File: src/rtl/letc_core_fetch_redirect_ctrl.sv
// rtl/letc_core_fetch_redirect_ctrl.sv - fetch redirect arbiter/sequencer (optional LETC_REDIRECT_COUNT_EN adds redirect_count)
module letc_core_fetch_redirect_ctrl (
    input  logic        clk,
    input  logic        rst_n,
    input  logic        trap_req,
    input  logic [31:0] trap_target,
    input  logic        fence_req,
    input  logic [31:0] fence_target,
    input  logic        br_req,
    input  logic [31:0] br_target,
    output logic [2:0]  req_ack,
    input  logic        f1_stall,
    output logic        pc_load_en,
    output logic [31:0] pc_load_val,
    output logic        f1_flush,
    output logic        f2_flush,
    output logic        busy
`ifdef LETC_REDIRECT_COUNT_EN
    ,
    output logic [31:0] redirect_count
`endif
);

    typedef enum logic [1:0] {
        ST_IDLE  = 2'd0,
        ST_LOAD  = 2'd1,
        ST_DRAIN = 2'd2
    } state_t;

    // Source IDs double as priority levels: a larger value wins.
    typedef enum logic [1:0] {
        SRC_BR    = 2'd0,
        SRC_FENCE = 2'd1,
        SRC_TRAP  = 2'd2
    } src_t;

    state_t      state_q;
    state_t      state_d;
    logic [31:0] target_q;
    logic [31:0] target_d;
    src_t        src_q;
    src_t        src_d;

    logic        win_valid;
    src_t        win_src;
    logic [31:0] win_target;
    logic        accept;

    // Fixed-priority pick among the pending requests: trap, then fence, then branch.
    always_comb begin
        win_valid  = 1'b0;
        win_src    = SRC_BR;
        win_target = br_target;
        if (trap_req) begin
            win_valid  = 1'b1;
            win_src    = SRC_TRAP;
            win_target = trap_target;
        end else if (fence_req) begin
            win_valid  = 1'b1;
            win_src    = SRC_FENCE;
            win_target = fence_target;
        end else if (br_req) begin
            win_valid  = 1'b1;
            win_src    = SRC_BR;
            win_target = br_target;
        end
    end

    // Next-state, acceptance and fetch-control outputs.
    always_comb begin
        state_d    = state_q;
        target_d   = target_q;
        src_d      = src_q;
        accept     = 1'b0;
        req_ack    = 3'b000;
        pc_load_en = 1'b0;
        f1_flush   = 1'b0;
        f2_flush   = 1'b0;

        case (state_q)
            ST_IDLE: begin
                if (win_valid) begin
                    accept  = 1'b1;
                    state_d = ST_LOAD;
                end
            end
            ST_LOAD: begin
                // Only a strictly more urgent source may replace the latched one.
                if (win_valid && (win_src > src_q)) begin
                    accept = 1'b1;
                end
                if (!f1_stall) begin
                    // The currently latched target still loads this cycle even if
                    // it is being preempted; the new target loads on a later LOAD.
                    pc_load_en = 1'b1;
                    f1_flush   = 1'b1;
                    f2_flush   = 1'b1;
                    state_d    = accept ? ST_LOAD : ST_DRAIN;
                end else begin
                    state_d = ST_LOAD;
                end
            end
            ST_DRAIN: begin
                // Kill the fetch2 response still in flight for the old address.
                f2_flush = 1'b1;
                if (win_valid) begin
                    accept  = 1'b1;
                    state_d = ST_LOAD;
                end else begin
                    state_d = ST_IDLE;
                end
            end
            default: begin
                state_d = ST_IDLE;
            end
        endcase

        if (accept) begin
            target_d = win_target;
            src_d    = win_src;
            case (win_src)
                SRC_TRAP:  req_ack = 3'b100;
                SRC_FENCE: req_ack = 3'b010;
                default:   req_ack = 3'b001;
            endcase
        end

        // No handshake may complete while the block is held in reset.
        if (!rst_n) begin
            req_ack = 3'b000;
        end
    end

    // State and latched redirect registers; reset discards any redirect in progress.
    always_ff @(posedge clk or negedge rst_n) begin
        if (!rst_n) begin
            state_q  <= ST_IDLE;
            target_q <= 32'h0000_0000;
            src_q    <= SRC_BR;
        end else begin
            state_q  <= state_d;
            target_q <= target_d;
            src_q    <= src_d;
        end
    end

    assign pc_load_val = target_q;
    assign busy        = (state_q != ST_IDLE);

`ifdef LETC_REDIRECT_COUNT_EN
    logic [31:0] count_q;

    // Count every issued PC load; wraps naturally at 32 bits.
    always_ff @(posedge clk or negedge rst_n) begin
        if (!rst_n) begin
            count_q <= 32'h0000_0000;
        end else if (pc_load_en) begin
            count_q <= count_q + 32'd1;
        end
    end

    assign redirect_count = count_q;
`endif

endmodule

File: config.mk
export PLATFORM = sky130hd
export DESIGN_NAME = letc_core_fetch_redirect_ctrl
export DESIGN_NICKNAME = d
export VERILOG_FILES = /design/src/rtl/letc_core_fetch_redirect_ctrl.sv
export SDC_FILE = /design/constraint.sdc
export NUM_CORES = 1
export LEC_CHECK = 0
export ABC_AREA = 1
export CAP_MARGIN = 40
export CELL_PAD_IN_SITES_DETAIL_PLACEMENT = 1
export CELL_PAD_IN_SITES_GLOBAL_PLACEMENT = 1
export CORE_ASPECT_RATIO = 1.75
export CORE_MARGIN = 2
export CORE_UTILIZATION = 26
export DETAILED_ROUTE_END_ITERATION = 10
export GPL_TIMING_DRIVEN = 1
export PLACE_DENSITY = 0.87
export SETUP_SLACK_MARGIN = 0.05
export SKIP_CTS_REPAIR_TIMING = 1
export SYNTH_ARGS = -nofsm -noshare
export SYNTH_HDL_FRONTEND = slang
export SYNTH_SLANG_ARGS = --single-unit
File: constraint.sdc
create_clock -name clk -period 3.4 [get_ports clk]
set_clock_uncertainty 0.1 [all_clocks]
set_input_delay 0.34 -clock clk [delete_from_list [all_inputs] [get_ports clk]]
set_output_delay 0.34 -clock clk [all_outputs]
set_load 0.005 [all_outputs]
; After elaboration in Yosys (flattened, before gate mapping)
; Cells that the tools add are included.
; Widths: inputs -> output; s select.
[word_totals]
regBits = 36
out_inout_bits = 39
word_cells = 35
input_bits = 102
[op_classes]
n_mux = 22
order_cmp = 1
n_reduce_logical = 4
n_eq_ne = 5
[ops]
columns = operator, n
row1 = $mux 32, 2
row2 = $mux 1, 10
row3 = $mux 2, 4
row4 = $mux 3, 2
row5 = $pmux 2 s3, 1
row6 = $pmux 3 s2, 1
row7 = $eq 2x1->1 const B, 2
row8 = $eq 2x2->1 const B, 2
row9 = $pmux 1 s2, 2
row10 = $gt 2x2->1, 1
row11 = $logic_not 2->1, 1
row12 = $ne 2x2->1 const B, 1
row13 = $reduce_bool 2->1, 1
row14 = $reduce_or 2->1, 1
row15 = $logic_and 1x1->1, 1

; Logic depth before layout (Yosys ltp)
[depth]
word_depth = 9
ltp_mapped = 12
ltp_nobuf = 10

; Worst setup path before layout
; No wires, ideal clock.
[synth_path]
path_kind = input -> output
start = input port trap_req
end = output port req_ack[1]
arrival_time_ps = 1468
required_ps = 2960
path_stages = 9
setup_slack_ps = 1492
path_cell_list = buf_2 inv_1 nand2_1 ha_1 nand2_1 nand4_4 nand2_4 nand2_1 nor2_1
[synth_between]
elab_chain_cells = 8
[synth_lines]
columns = item, line
row1 = start: declaration, 5  ; input logic trap_req,
row2 = $mux 2, 54  ; if (trap_req) begin
row3 = $gt 2x2->1, 89  ; if (win_valid && (win_src > src_q)) begin
row4 = $logic_and 1x1->1, 89
row5 = $mux 1, 89
row6 = $mux 1, 80  ; case (state_q)
row7 = $pmux 1 s2, 80
row8 = $mux 3 (*), 118  ; if (accept) begin
row9 = $mux 3 (*), 129  ; if (!rst_n) begin
row10 = end: declaration, 11  ; output logic [2:0] req_ack,
; Every way passes the cells marked *; elsewhere a longest branch is shown, timed or not. The select of a mux whose other input is x is not followed.

; Worst setup path after layout
[layout_path]
start = input port fence_req
end = output port req_ack[2]
[layout_between]
elab_chain_cells = 9
[layout_lines]
columns = item, line
row1 = start: declaration, 7  ; input logic fence_req,
row2 = $mux 1, 58  ; end else if (fence_req) begin
row3 = $mux 2, 54
row4 = $gt 2x2->1, 89
row5 = $logic_and 1x1->1, 89
row6 = $mux 1, 89
row7 = $mux 1, 80
row8 = $pmux 1 s2, 80
row9 = $mux 3 (*), 118
row10 = $mux 3 (*), 129
; Marked as above.

==> results.txt <==
----------------------------------------------------
[Status]
  Outcome ... complete, no violations

[Worst setup path]
  Req. time, crit path ... slightly below 3 ns
  CP max FO ... 17
  Critical Path Sink Type ... primary output
  Worst reg-to-reg path cell count ... 8
  Internal reg-to-reg setup slack ... 1.50 ns
  CP Class ... in2out
  Critical R2R Launch ... state_q[1]$_DFFE_PN0P_
  CP Data Arrival Time ... 2.58 ns
  Startpoint kind of the worst setup timing path ... input pin
  Destination of the worst register-to-register timing path ... src_q[1]$_DFFE_PN0N_

[Synthesis]
  Multiplexer fraction of the synthesized cell area ... 0%
  Top cells by area, synth ... sky130_fd_sc_hd__dfrtp_1, sky130_fd_sc_hd__nand2_1, sky130_fd_sc_hd__nand3_1, sky130_fd_sc_hd__ha_1, sky130_fd_sc_hd__buf_4
  Syn. warnings ... 0
  Register area share after synthesis ... 39.7%
  Synthesized-area fraction occupied by and/or/nand/nor cells ... a little under half
  Synth Area per Inst ... 6.83 um^2
  Distinct cell type count of the synthesized netlist ... 19
  Xor/xnor share of the synthesized area ... 0%
  Most used flip-flop cell after synthesis ... sky130_fd_sc_hd__dfrtp_1
  Largest area contributor in the netlist ... sky130_fd_sc_hd__dfrtp_1
  Count of state elements after synthesis ... 36
  Synthesized-area fraction occupied by ao, oa, aoi and oai cells ... 2.48%
  Syn_nets ... 440
  Dominant combinational cell family by area after synthesis ... simple AND/OR/NAND/NOR gates
  Post-Syn Area ... 0.00227 mm^2
  Top cell type's share of synthesized area ... between 30% and 40%
  Share of synthesized flip-flops with an asynchronous set or reset ... between 90% and 100%
  Post-synthesis share of cell area spent on full adders, half adders and majority gates ... 3.31%
  Number of enable-type register cells in the synthesized netlist ... 0
  Commonest cells in the netlist ... sky130_fd_sc_hd__nand2_1, sky130_fd_sc_hd__nand3_1, sky130_fd_sc_hd__dfrtp_1
  Most used standard cell by instance count after synthesis ... sky130_fd_sc_hd__nand2_1
  Cell count after synthesis ... around 330

[Clocking]
  CTS H-tree lvls ... 2
  CTS Buffer Depth ... 2
  Worst-Skew Late Latency ... 0.27 ns
  Reg clk slew, reported paths ... 0.05 ns
  CTS tree ... built
  Clock root buffer ... sky130_fd_sc_hd__clkbuf_16
  Number of buffers added by the clock tree synthesis step ... 5
  Clk sink count ... 36

[Power]
  Share of total power in combinational logic ... 56.5%
  Seq pwr share ... 27.1%
  Leakage power figure ... 1.84 nW
  Max IR drop VDD ... 430 uV
  Power per standard cell area ... 714 mW/mm^2
  Part of the total power dissipated in the clock network ... 16.4%
  Switching pwr ... 1.09 mW
  Pint ... ~1.7 mW
  Switching Fraction ... about two fifths
  Post-layout total power ... roughly 2.8 mW

[Timing]
  Timing-limited maximum frequency ... 331 MHz
  Post-route worst hold slack ... about 0.083 ns
  Transition time at the pin with the least slew margin ... 0.494 ns
  Accumulated negative setup slack ... 0 ns
  Unrepaired setup endpoints after global routing ... no
  Final count of negative-setup-slack endpoints ... 0
  Worst slew slack as a fraction of its limit ... 67.1%
  Final Hold Viols ... 0
  Max Transition Viols Final ... 0
  Ratio of final minimum period to clock period ... 89.0%
  Post-route minimum period ... 3.02 ns

[GRT]
  Global router's overall resource usage ... 18.6%
  Antenna violations before repair ... 0
  Total overflow reported by the global router ... 0
  Maximum number of pins on one net before global-route repair ... 37
  Via count of the first global-routing pass ... 2946
  Wire length of the first global-routing pass ... ~14000 um

[Layout]
  Area grow syn2layout ... 72.3%
  Finished Layout Cells ... 585
  Share of the core filled with cells ... between 40% and 50%
  Ratio of cells with drive above 1 in the final layout ... between 4 and 5%
  Total inserted antenna cells ... 0
  Final #Nets ... 575

[Place]
  Buffers on Ports ... between 100 and 150
  RePlAce Congestion ... 0.830
  Instance count after placement with tap cells included ... 577
  Final HPWL from detailed placement ... around 6400 um

[Drt]
  Wire length per cell ... 14.4 um
  Vias post-DR ... approximately 2700
  Number of vias per cell after detailed routing ... about 4.6
  Initial DRC Count ... between 80 and 90
  Antenna-violating nets left ... 0
  Number of DRC violations after detailed routing ... 0
  Detailed-routing iteration count for the pre-antenna-repair pass ... 4
  Wirelength, routed ... around 8400 um

[Floorplanning]
  Overall die area ... ~0.0095 mm^2
  Std cell rows ... 45
  Initial standard-cell utilization of the core ... 26.5%
  Horizontal extent of the die ... 74.6 um
  Die Y ... 128 um
  I/O pin count ... 141
  Std-Cell Core Area ... between 0.008 and 0.009 mm^2

[Worst hold path]
  Min-Delay Path Class ... in2async

[Job]
  Max capacitance violation total ... 0

----------------------------------------------------
==> metrics by stage <==
stage | instance area, um^2 | setup WS [ns]
4_1_cts | 3910 | 0.331
3_3_place_gp | 3760 | 0.449
3_5_place_dp | 3760 | 0.361
2_1_floorplan | 2270 | 1.49
5_1_grt | 3910 | 0.196
6_report | 3910 | 0.376
==> layout by cell type, fill, tap and decap left out, drive strengths merged <==
cell,instances
inv,14
nand3,68
buf,9
dfrtp,36
nand4,3
a21oi,1
a22oi,1
o21ai,3
o21a,1
o211ai,1
ha,6
nand2,172
clkdlybuf4s50,139
nor2,6
clkbuf,8
==> cell type report <==
| cell class | instances | area, um^2 |
|---|---|---|
| fillers | 1081 | 4650 |
| repair buffers | 148 | 1460 |
| multi-input cells | 262 | 1200 |
| flip-flops and latches | 36 | 901 |
| clock buffers | 8 | 146 |
| well taps | 117 | 146 |
| inverters | 14 | 52.6 |
==> worst max-delay path, cell delays in order <==
cell	delay (ns)
sky130_fd_sc_hd__clkdlybuf4s50_1	0.62
sky130_fd_sc_hd__nand2_1	0.13
sky130_fd_sc_hd__ha_1	0.29
sky130_fd_sc_hd__nand2_1	0.16
sky130_fd_sc_hd__nand4_4	0.14
sky130_fd_sc_hd__nand2_4	0.19
sky130_fd_sc_hd__nand2_1	0.10
sky130_fd_sc_hd__nor2_1	0.10
sky130_fd_sc_hd__clkdlybuf4s50_1	0.51
==> power by group through the flow <==
| stage | clock [mW] | combinational [mW] | sequential (mW) |
|---|---|---|---|
| 2_1_floorplan | 0 | 0.847 | 0.769 |
| 3_3_place_gp | 0 | 1.54 | 0.755 |
| 3_5_place_dp | 0 | 1.60 | 0.769 |
| 4_1_cts | 0.477 | 1.61 | 0.761 |
| 5_1_grt | 0.493 | 1.77 | 0.786 |
| 6_report | 0.456 | 1.58 | 0.756 |
==> worst max-delay path by stage <==
stage | startpoint | to | slack, ns | cells after the start
after global placement | fence_req | req_ack[2] | 0.45 | 9
final | fence_req | req_ack[2] | 0.38 | 9
after detailed placement | fence_req | req_ack[0] | 0.36 | 9
after CTS | fence_req | req_ack[2] | 0.33 | 9
after global routing | fence_req | req_ack[2] | 0.20 | 9
after floorplan | trap_req | req_ack[1] | 1.49 | 9
==> sequential cells by signal, indices dropped and copies added, names as in the netlist <==
signal,flops
pc_load_val,32
state_q,2
src_q,2
==> kinds of logic (layout without fill, tap and decap cells) <==
group | after synthesis | count (layout)
AOI/OAI and AO/OA | 7 | 7
adders and majority gates | 6 | 6
buffers and inverters | 34 | 170
DFF | 36 | 36
and+or+nand+nor | 249 | 249
==> metal layers <==
| layer | wire (um) | GRT usage (%) | vias up |
|---|---|---|---|
| met4 | 274 | 8.61 | 0 |
| li1 | - | - | 1319 |
| met5 | 0 | 0 | - |
| met2 | 4760 | 35.3 | 98 |
| met3 | 456 | 3.63 | 14 |
| met1 | 2950 | 18.4 | 1274 |
Note: power is estimated with default switching activity, not from simulation.
